**src/rtl/button_ctrl.sv**
```systemverilog
// button_ctrl: raw pushbutton front end for the LED blink controller.
// The button is synchronised and debounced, then each press is classed as
// short (toggles o_enable on release) or long (steps o_blink_rate once the
// hold threshold is reached).
// Optional build macro BUTTON_CTRL_AUTO_REPEAT_EN: while a long press is
// still held, o_blink_rate keeps stepping every REPEAT_CYCLES cycles.
module button_ctrl #(
   parameter int SYNC_STAGES       = 2,
   parameter int DEBOUNCE_CYCLES   = 16,
   parameter int LONG_PRESS_CYCLES = 1024,
   parameter int REPEAT_CYCLES     = 256
) (
   input  logic       i_clk,
   input  logic       i_rst_n,
   input  logic       i_btn_raw,
   output logic       o_btn_level,
   output logic       o_short_press,
   output logic       o_long_press,
   output logic       o_enable,
   output logic [3:0] o_blink_rate
);

   localparam int DB_W   = $clog2(DEBOUNCE_CYCLES);
   localparam int HOLD_W = $clog2(LONG_PRESS_CYCLES + 1);

   localparam logic [DB_W-1:0]   DB_MAX   = DB_W'(DEBOUNCE_CYCLES - 1);
   localparam logic [HOLD_W-1:0] HOLD_THR = HOLD_W'(LONG_PRESS_CYCLES);
   localparam logic [HOLD_W-1:0] HOLD_SAT = '1;

   typedef enum logic [1:0] {
      S_IDLE = 2'd0,
      S_HELD = 2'd1,
      S_LONG = 2'd2
   } state_t;

   logic [SYNC_STAGES-1:0] r_sync;
   logic                   w_s;
   logic [DB_W-1:0]        r_db_cnt;
   logic                   r_level;

   state_t                 r_state, w_state_nxt;
   logic [HOLD_W-1:0]      r_hold, w_hold_nxt;
   logic                   r_short, w_short_nxt;
   logic                   r_long, w_long_nxt;
   logic                   r_enable, w_enable_nxt;
   logic [3:0]             r_rate, w_rate_nxt;

`ifdef BUTTON_CTRL_AUTO_REPEAT_EN
   localparam int REP_W = $clog2(REPEAT_CYCLES);
   localparam logic [REP_W-1:0] REP_MAX = REP_W'(REPEAT_CYCLES - 1);
   logic [REP_W-1:0]       r_rep, w_rep_nxt;
`endif

   assign w_s = r_sync[SYNC_STAGES-1];

   // Metastability guard: shift the asynchronous button through the chain
   always_ff @(posedge i_clk or negedge i_rst_n) begin
      if (!i_rst_n) r_sync <= '0;
      else          r_sync <= {r_sync[SYNC_STAGES-2:0], i_btn_raw};
   end

   // Debounce: level follows s only after DEBOUNCE_CYCLES differing samples in a row
   always_ff @(posedge i_clk or negedge i_rst_n) begin
      if (!i_rst_n) begin
         r_db_cnt <= '0;
         r_level  <= 1'b0;
      end else if (w_s == r_level) begin
         r_db_cnt <= '0;
      end else if (r_db_cnt == DB_MAX) begin
         r_level  <= w_s;
         r_db_cnt <= '0;
      end else begin
         r_db_cnt <= r_db_cnt + 1'b1;
      end
   end

   // Press FSM state and registered outputs
   always_ff @(posedge i_clk or negedge i_rst_n) begin
      if (!i_rst_n) begin
         r_state  <= S_IDLE;
         r_hold   <= '0;
         r_short  <= 1'b0;
         r_long   <= 1'b0;
         r_enable <= 1'b0;
         r_rate   <= 4'd0;
      end else begin
         r_state  <= w_state_nxt;
         r_hold   <= w_hold_nxt;
         r_short  <= w_short_nxt;
         r_long   <= w_long_nxt;
         r_enable <= w_enable_nxt;
         r_rate   <= w_rate_nxt;
      end
   end

`ifdef BUTTON_CTRL_AUTO_REPEAT_EN
   // Auto-repeat counter, only meaningful while in S_LONG
   always_ff @(posedge i_clk or negedge i_rst_n) begin
      if (!i_rst_n) r_rep <= '0;
      else          r_rep <= w_rep_nxt;
   end
`endif

   // Press classification; release always wins over the long threshold
   always_comb begin
      w_state_nxt  = r_state;
      w_hold_nxt   = r_hold;
      w_short_nxt  = 1'b0;
      w_long_nxt   = 1'b0;
      w_enable_nxt = r_enable;
      w_rate_nxt   = r_rate;
`ifdef BUTTON_CTRL_AUTO_REPEAT_EN
      w_rep_nxt    = r_rep;
`endif
      case (r_state)
         S_IDLE: begin
            if (r_level) begin
               w_state_nxt = S_HELD;
               w_hold_nxt  = HOLD_W'(1);
            end
         end
         S_HELD: begin
            if (!r_level) begin
               w_state_nxt  = S_IDLE;
               w_short_nxt  = 1'b1;
               w_enable_nxt = ~r_enable;
            end else if (r_hold == HOLD_THR) begin
               w_state_nxt = S_LONG;
               w_long_nxt  = 1'b1;
               w_rate_nxt  = r_rate + 4'd1;
`ifdef BUTTON_CTRL_AUTO_REPEAT_EN
               w_rep_nxt   = '0;
`endif
            end else if (r_hold != HOLD_SAT) begin
               w_hold_nxt = r_hold + 1'b1;
            end
         end
         S_LONG: begin
            if (!r_level) begin
               w_state_nxt = S_IDLE;
            end
`ifdef BUTTON_CTRL_AUTO_REPEAT_EN
            else if (r_rep == REP_MAX) begin
               w_long_nxt = 1'b1;
               w_rate_nxt = r_rate + 4'd1;
               w_rep_nxt  = '0;
            end else begin
               w_rep_nxt = r_rep + 1'b1;
            end
`endif
         end
         default: w_state_nxt = S_IDLE;
      endcase
   end

   assign o_btn_level   = r_level;
   assign o_short_press = r_short;
   assign o_long_press  = r_long;
   assign o_enable      = r_enable;
   assign o_blink_rate  = r_rate;

endmodule

```
**config.mk**
```make
export PLATFORM = sky130hd
export DESIGN_NAME = button_ctrl
export DESIGN_NICKNAME = d
export VERILOG_FILES = /design/src/rtl/button_ctrl.sv
export SDC_FILE = /design/constraint.sdc
export NUM_CORES = 1
export LEC_CHECK = 0
export ABC_AREA = 1
export CAP_MARGIN = 20
export CELL_PAD_IN_SITES_DETAIL_PLACEMENT = 1
export CELL_PAD_IN_SITES_GLOBAL_PLACEMENT = 2
export CORE_MARGIN = 2
export CORE_UTILIZATION = 36
export CTS_BUF_LIST = sky130_fd_sc_hd__clkbuf_8
export CTS_CLUSTER_SIZE = 8
export DETAILED_ROUTE_END_ITERATION = 7
export HOLD_SLACK_MARGIN = 0.12
export PLACE_DENSITY = 0.83
export SETUP_SLACK_MARGIN = 0.05
export SYNTH_ARGS = -nofsm -noshare
export SYNTH_HDL_FRONTEND = slang
export SYNTH_SLANG_ARGS = --single-unit
```
**constraint.sdc**
```tcl
create_clock -name i_clk -period 1.87 [get_ports i_clk]
set_input_delay 0.4675 -clock i_clk [delete_from_list [all_inputs] [get_ports i_clk]]
set_output_delay 0.4675 -clock i_clk [all_outputs]
set_load 0.005 [all_outputs]
```
Word level (Yosys, flattened, before mapping)
Cells that the tools add are included.
W data, S select, Z words.
- mux-type cells: 17
- equality and inequality tests: 12
- bitwise operators: 3
- add/subtract/negate cells: 3
- reductions and logical operators: 7
- operators with widths (operator ; number):
    $mux W11 ; 4
    $pmux W11 S2 ; 1
    $add A11 B1 Y11 const B ; 1
    $eq A11 B11 Y1 const B ; 1
    $ne A11 B11 Y1 const B ; 1
    $ne A2 B2 Y1 const B ; 5
    $add A4 B1 Y4 const B ; 2
    $mux W2 ; 4
    $mux W4 ; 2
    $pmux W2 S3 ; 1
    $reduce_and A3 Y1 ; 2
    $mux W1 ; 5
    $reduce_and A5 Y1 ; 1
    $eq A4 B4 Y1 const B ; 1
    $reduce_and A2 Y1 ; 2
    $ne A3 B3 Y1 const B ; 1
    $not A1 Y1 ; 3
    $eq A2 B1 Y1 const B ; 1
    $eq A2 B2 Y1 const B ; 1
    $logic_not A2 Y1 ; 1
    $reduce_bool A2 Y1 ; 1
    $eq A1 B1 Y1 ; 1
- flip-flop bits (word level): 27
- input port bits: 3
- word-level logic and storage cells: 51

Depth between registers and ports, before layout
- depth in word-level cells: 5
- gate-level depth with buffers: 11
- mapped depth without buffers: 10

Worst setup path before layout
Ideal clock, no wire load.
- path kind: register to register
- start point: register r_hold[0]
- end point: register r_hold[0]
- buffers on the path: 1
- setup slack: 0.424 ns
- stages on the path, launching flop included: 12
- required time: 1.753 ns
- library setup time: 0.117 ns
- data arrival time: 1.329 ns
- cells stage by stage: dfrtp_1 ha_1 nand2_2 nor2_8 nand3_2 nand2_2 inv_2 nand2_4 nand2_2 buf_6 nand2_1 nand2_1
- word-level cells in the longest chain between the ends: 5
- RTL lines (what ; RTL line ; source):
    start: declaration ; 42 ; logic [HOLD_W-1:0] r_hold, w_hold_nxt;
    start signal: assignment ; 88 ; r_hold <= w_hold_nxt;
    $add A11 B1 Y11 ; 135 ; w_hold_nxt = r_hold + 1'b1;
    $mux W11 ; 134 ; end else if (r_hold != HOLD_SAT) begin
    $mux W11 ; 127 ; end else if (r_hold == HOLD_THR) begin
    $mux W11 ; 123 ; if (!r_level) begin
    $pmux W11 S2 ; 115 ; case (r_state)
Several ways; a longest one is shown, not always the timed one. The select of a mux whose other input is x is not followed.
A chain may end at the register's enable or synchronous reset.

Final worst setup path
- start point: register r_level, in the netlist o_btn_level
- end point: output o_btn_level
- RTL lines (what ; RTL line ; source):
    start: declaration ; 39 ; logic r_level;
    start signal: assignment ; 70 ; r_level <= w_s;
    end: declaration ; 16 ; output logic o_btn_level,
No word-level cell between the ends.

==> results.json <==
{
  "reg2reg_from": "r_hold[3]",
  "finClkSkew_ns": 0.00557,
  "netlist_instances": 168,
  "cp_cell_sequence": "clkdlybuf4s50_1",
  "power_frac_comb_pct": 3.9,
  "power_density_nw_per_um2": 609,
  "cpMaxStageDelayCell": "clkdlybuf4s50_1",
  "clk-insertion-delay-late_ns": 0.28,
  "cp.arrival_ns": 1.25,
  "hp-start": "r_sync[0]",
  "cts_hold_buf": 0,
  "grtUsageTotal_pct": 17.1,
  "synth_top_area_share_pct": 48.0,
  "holdPathEnd": "r_sync[1]",
  "r2r-end": "r_hold[0]",
  "drive_above_1_share_pct": 11.6,
  "root_buffer": "clkbuf_8",
  "cp.required_ns": 1.40,
  "core-area_um2": 3720,
  "cts_buffer_depth": 2,
  "grt_max_degree": 28,
  "netlist_area_um2": 1410,
  "ir_worst_vdd_mv": 0.238,
  "setup-violations-final": 0,
  "critPathTopFamily": "buffers and inverters",
  "hold_path.class": "reg2reg",
  "rsz0062_at_grt": "false",
  "dieArea_um2": 4430,
  "port-buffer-count": 10,
  "synth-seq-cells": 27,
  "setup_tns_ns": 0,
  "path_clk_slew_ns": 0.09,
  "area_growth_pct": 14.9,
  "slowest_delay_ns": 0.53,
  "grt_pass1_wl_um": 5690,
  "critPathMaxFanout": 8,
  "drt_iter0_drc": 47,
  "hold_slack_ns": 0.376,
  "cts_tree": "done",
  "insertedDiodeCount": 0,
  "ys.warnings.count": 0,
  "drtAntennaViolNets": 0,
  "finalNetCount": 189,
  "htreeDepth": 1,
  "synth.area.top_cells": "dfrtp_1, nand2_1, nand3_1",
  "pre_cts_ws_ns": 0.169,
  "grt_overflow": 0,
  "seqPwrFrac_pct": 60.9,
  "yosysUniqueCellTypes": 25,
  "initial_core_util_pct": 37.9,
  "drtPass1Iterations": 4,
  "crit_path_start_kind": "flip-flop",
  "fin_ws_ns": 0.154,
  "drc": 0,
  "avgSynthCellArea_um2": 8.39,
  "timing.reg2reg.setup_slack_ns": 0.25,
  "tightest_slew_ns": 0.432,
  "io_pins": 11,
  "rows": 22,
  "max_cap_violations": 0,
  "wire_per_inst_um": 13.9,
  "power.leakage_uw": 0.000766,
  "fmax_mhz": 583,
  "setup.worst_path.end_class": "output pin",
  "numCtsBuffers": 3,
  "critPathBufInv": 1,
  "syn_nets": 175,
  "cts_sinks": 27,
  "antenna_found_initial": 0,
  "slew_headroom_pct": 71.0,
  "final_util_pct": 43.6,
  "viasPerCell": 4.85,
  "r2r_cells": 8,
  "die_w_um": 66.6,
  "intPower_uw": 761,
  "slew_violations": 0,
  "outcome": "finished, final reports clean",
  "vias": 1110,
  "worstSetupPathType": "reg2out",
  "ys_seq_area_share_pct": 48.0,
  "clkPwrFrac_pct": 35.2,
  "gp_congestion": 0.798,
  "routed_wl_um": 3170,
  "die_h_um": 66.6,
  "fillers": 457,
  "synth_top_area_cell": "dfrtp_1",
  "power.share.switching_pct": 22.8,
  "min_period_over_period_pct": 91.7,
  "hold_depth": 0,
  "min_period_ns": 1.72,
  "p_sw_uw": 225,
  "hpwl_um": 2380,
  "finalHoldViolCount": 0,
  "grt_pass1_vias": 1193
}
[synth_stat cells]
| master | number |
|---|---|
| a21oi_1 | 6 |
| buf_2 | 1 |
| buf_6 | 2 |
| clkbuf_1 | 2 |
| dfrtp_1 | 27 |
| ha_1 | 4 |
| inv_1 | 14 |
| inv_2 | 1 |
| nand2_1 | 41 |
| nand2_2 | 3 |
| nand2_4 | 1 |
| nand3_1 | 21 |
| nand3_2 | 1 |
| nand3_4 | 1 |
| nand4_1 | 1 |
| nor2_1 | 23 |
| nor2_2 | 3 |
| nor2_8 | 1 |
| nor3_1 | 1 |
| nor3_2 | 1 |
| nor4_1 | 1 |
| o21ai_0 | 3 |
| o31ai_1 | 1 |
| xnor2_1 | 5 |
| xor2_1 | 3 |
[cells in the final DEF, fill, tap and decap left out]
cell / n
o21ai_0: 3
clkbuf_8: 3
nor3_1: 1
nand2_2: 2
nor2_1: 23
dfrtp_1: 26
nor4_1: 1
ha_1: 4
nand3_2: 1
inv_2: 1
inv_1: 14
buf_4: 4
nand4_1: 1
o31ai_1: 1
dfrtp_2: 1
clkdlybuf4s50_1: 10
nor2_8: 1
nand3_4: 1
nand2_4: 2
nand3_1: 21
nor2_2: 3
xor2_1: 3
a21oi_1: 6
nand2_1: 41
xnor2_1: 5
clkinvlp_4: 1
nor3_2: 1
[power by group through the flow]
| stage | Sequential (uW) | Clock, uW | Combinational [uW] |
|---|---|---|---|
| after floorplan | 610 | 0 | 14.5 |
| after global placement | 611 | 0 | 36.5 |
| after detailed placement | 612 | 0 | 38.6 |
| after CTS | 601 | 368 | 38.5 |
| after global routing | 602 | 392 | 45.0 |
| final | 600 | 347 | 38.6 |
[what timing repair did]
item,in CTS,in global routing
gates resized for setup,0,2
endpoints found under the setup margin,0,12
buffers inserted,0,1
hold endpoints to repair,0,0
[logic make-up (layout without fill, tap and decap cells)]
logic type	count (synthesis)	after routing	share of synthesized area, %
fa+ha+maj	4	4	3.55
flops	27	27	48.0
simple gates	99	99	33.3
xor+xnor	8	8	4.97
compound gates	10	10	3.73
buf+inv	20	33	6.48
[sequential cells by signal, indices dropped and copies added (netlist names)]
register,cells
o_blink_rate,4
o_btn_level,1
o_enable,1
o_long_press,1
o_short_press,1
r_db_cnt,4
r_hold,11
r_state,2
r_sync,2
[layer usage]
layer | global-route usage [%] | vias to the layer above | part of all wire [%]
li1 | - | 562 | -
met1 | 23.6 | 537 | 48
met2 | 26.9 | 7 | 49
met3 | 2.53 | 4 | 1.5
met4 | 6.89 | 0 | 1.7
met5 | 0 | - | 0
[per-stage QoR]
| stage | cells | cell area [um^2] | power, uW |
|---|---|---|---|
| final | 229 | 1620 | 986 |
| after global routing | 229 | 1620 | 1040 |
| after CTS | 228 | 1610 | 1010 |
| after detailed placement | 224 | 1560 | 651 |
| after global placement | 224 | 1560 | 647 |
| after floorplan | 168 | 1410 | 625 |
[final cells by class]
type	count	area, um^2	share of cell area (%)
sequential	27	677	41.8
tap	48	60.1	3.71
multi-input combinational	121	647	40.0
clock buffer	3	41.3	2.55
inverter	15	56.3	3.48
timing repair buffer	14	130	8.04
clock inverter	1	7.51	0.464
[worst max-delay path by stage]
stage	from	end	slack, ns	cells after the start
6_report	o_btn_level	o_btn_level	0.15	1
5_1_grt	r_hold[1]	r_hold[0]	0.07	10
4_1_cts	o_btn_level	o_btn_level	0.05	1
3_5_place_dp	r_hold[0]	r_hold[0]	0.17	10
3_3_place_gp	r_hold[0]	r_hold[1]	0.23	10
2_1_floorplan	r_hold[0]	r_hold[0]	0.42	11
Power figures use the tool's default switching activity.
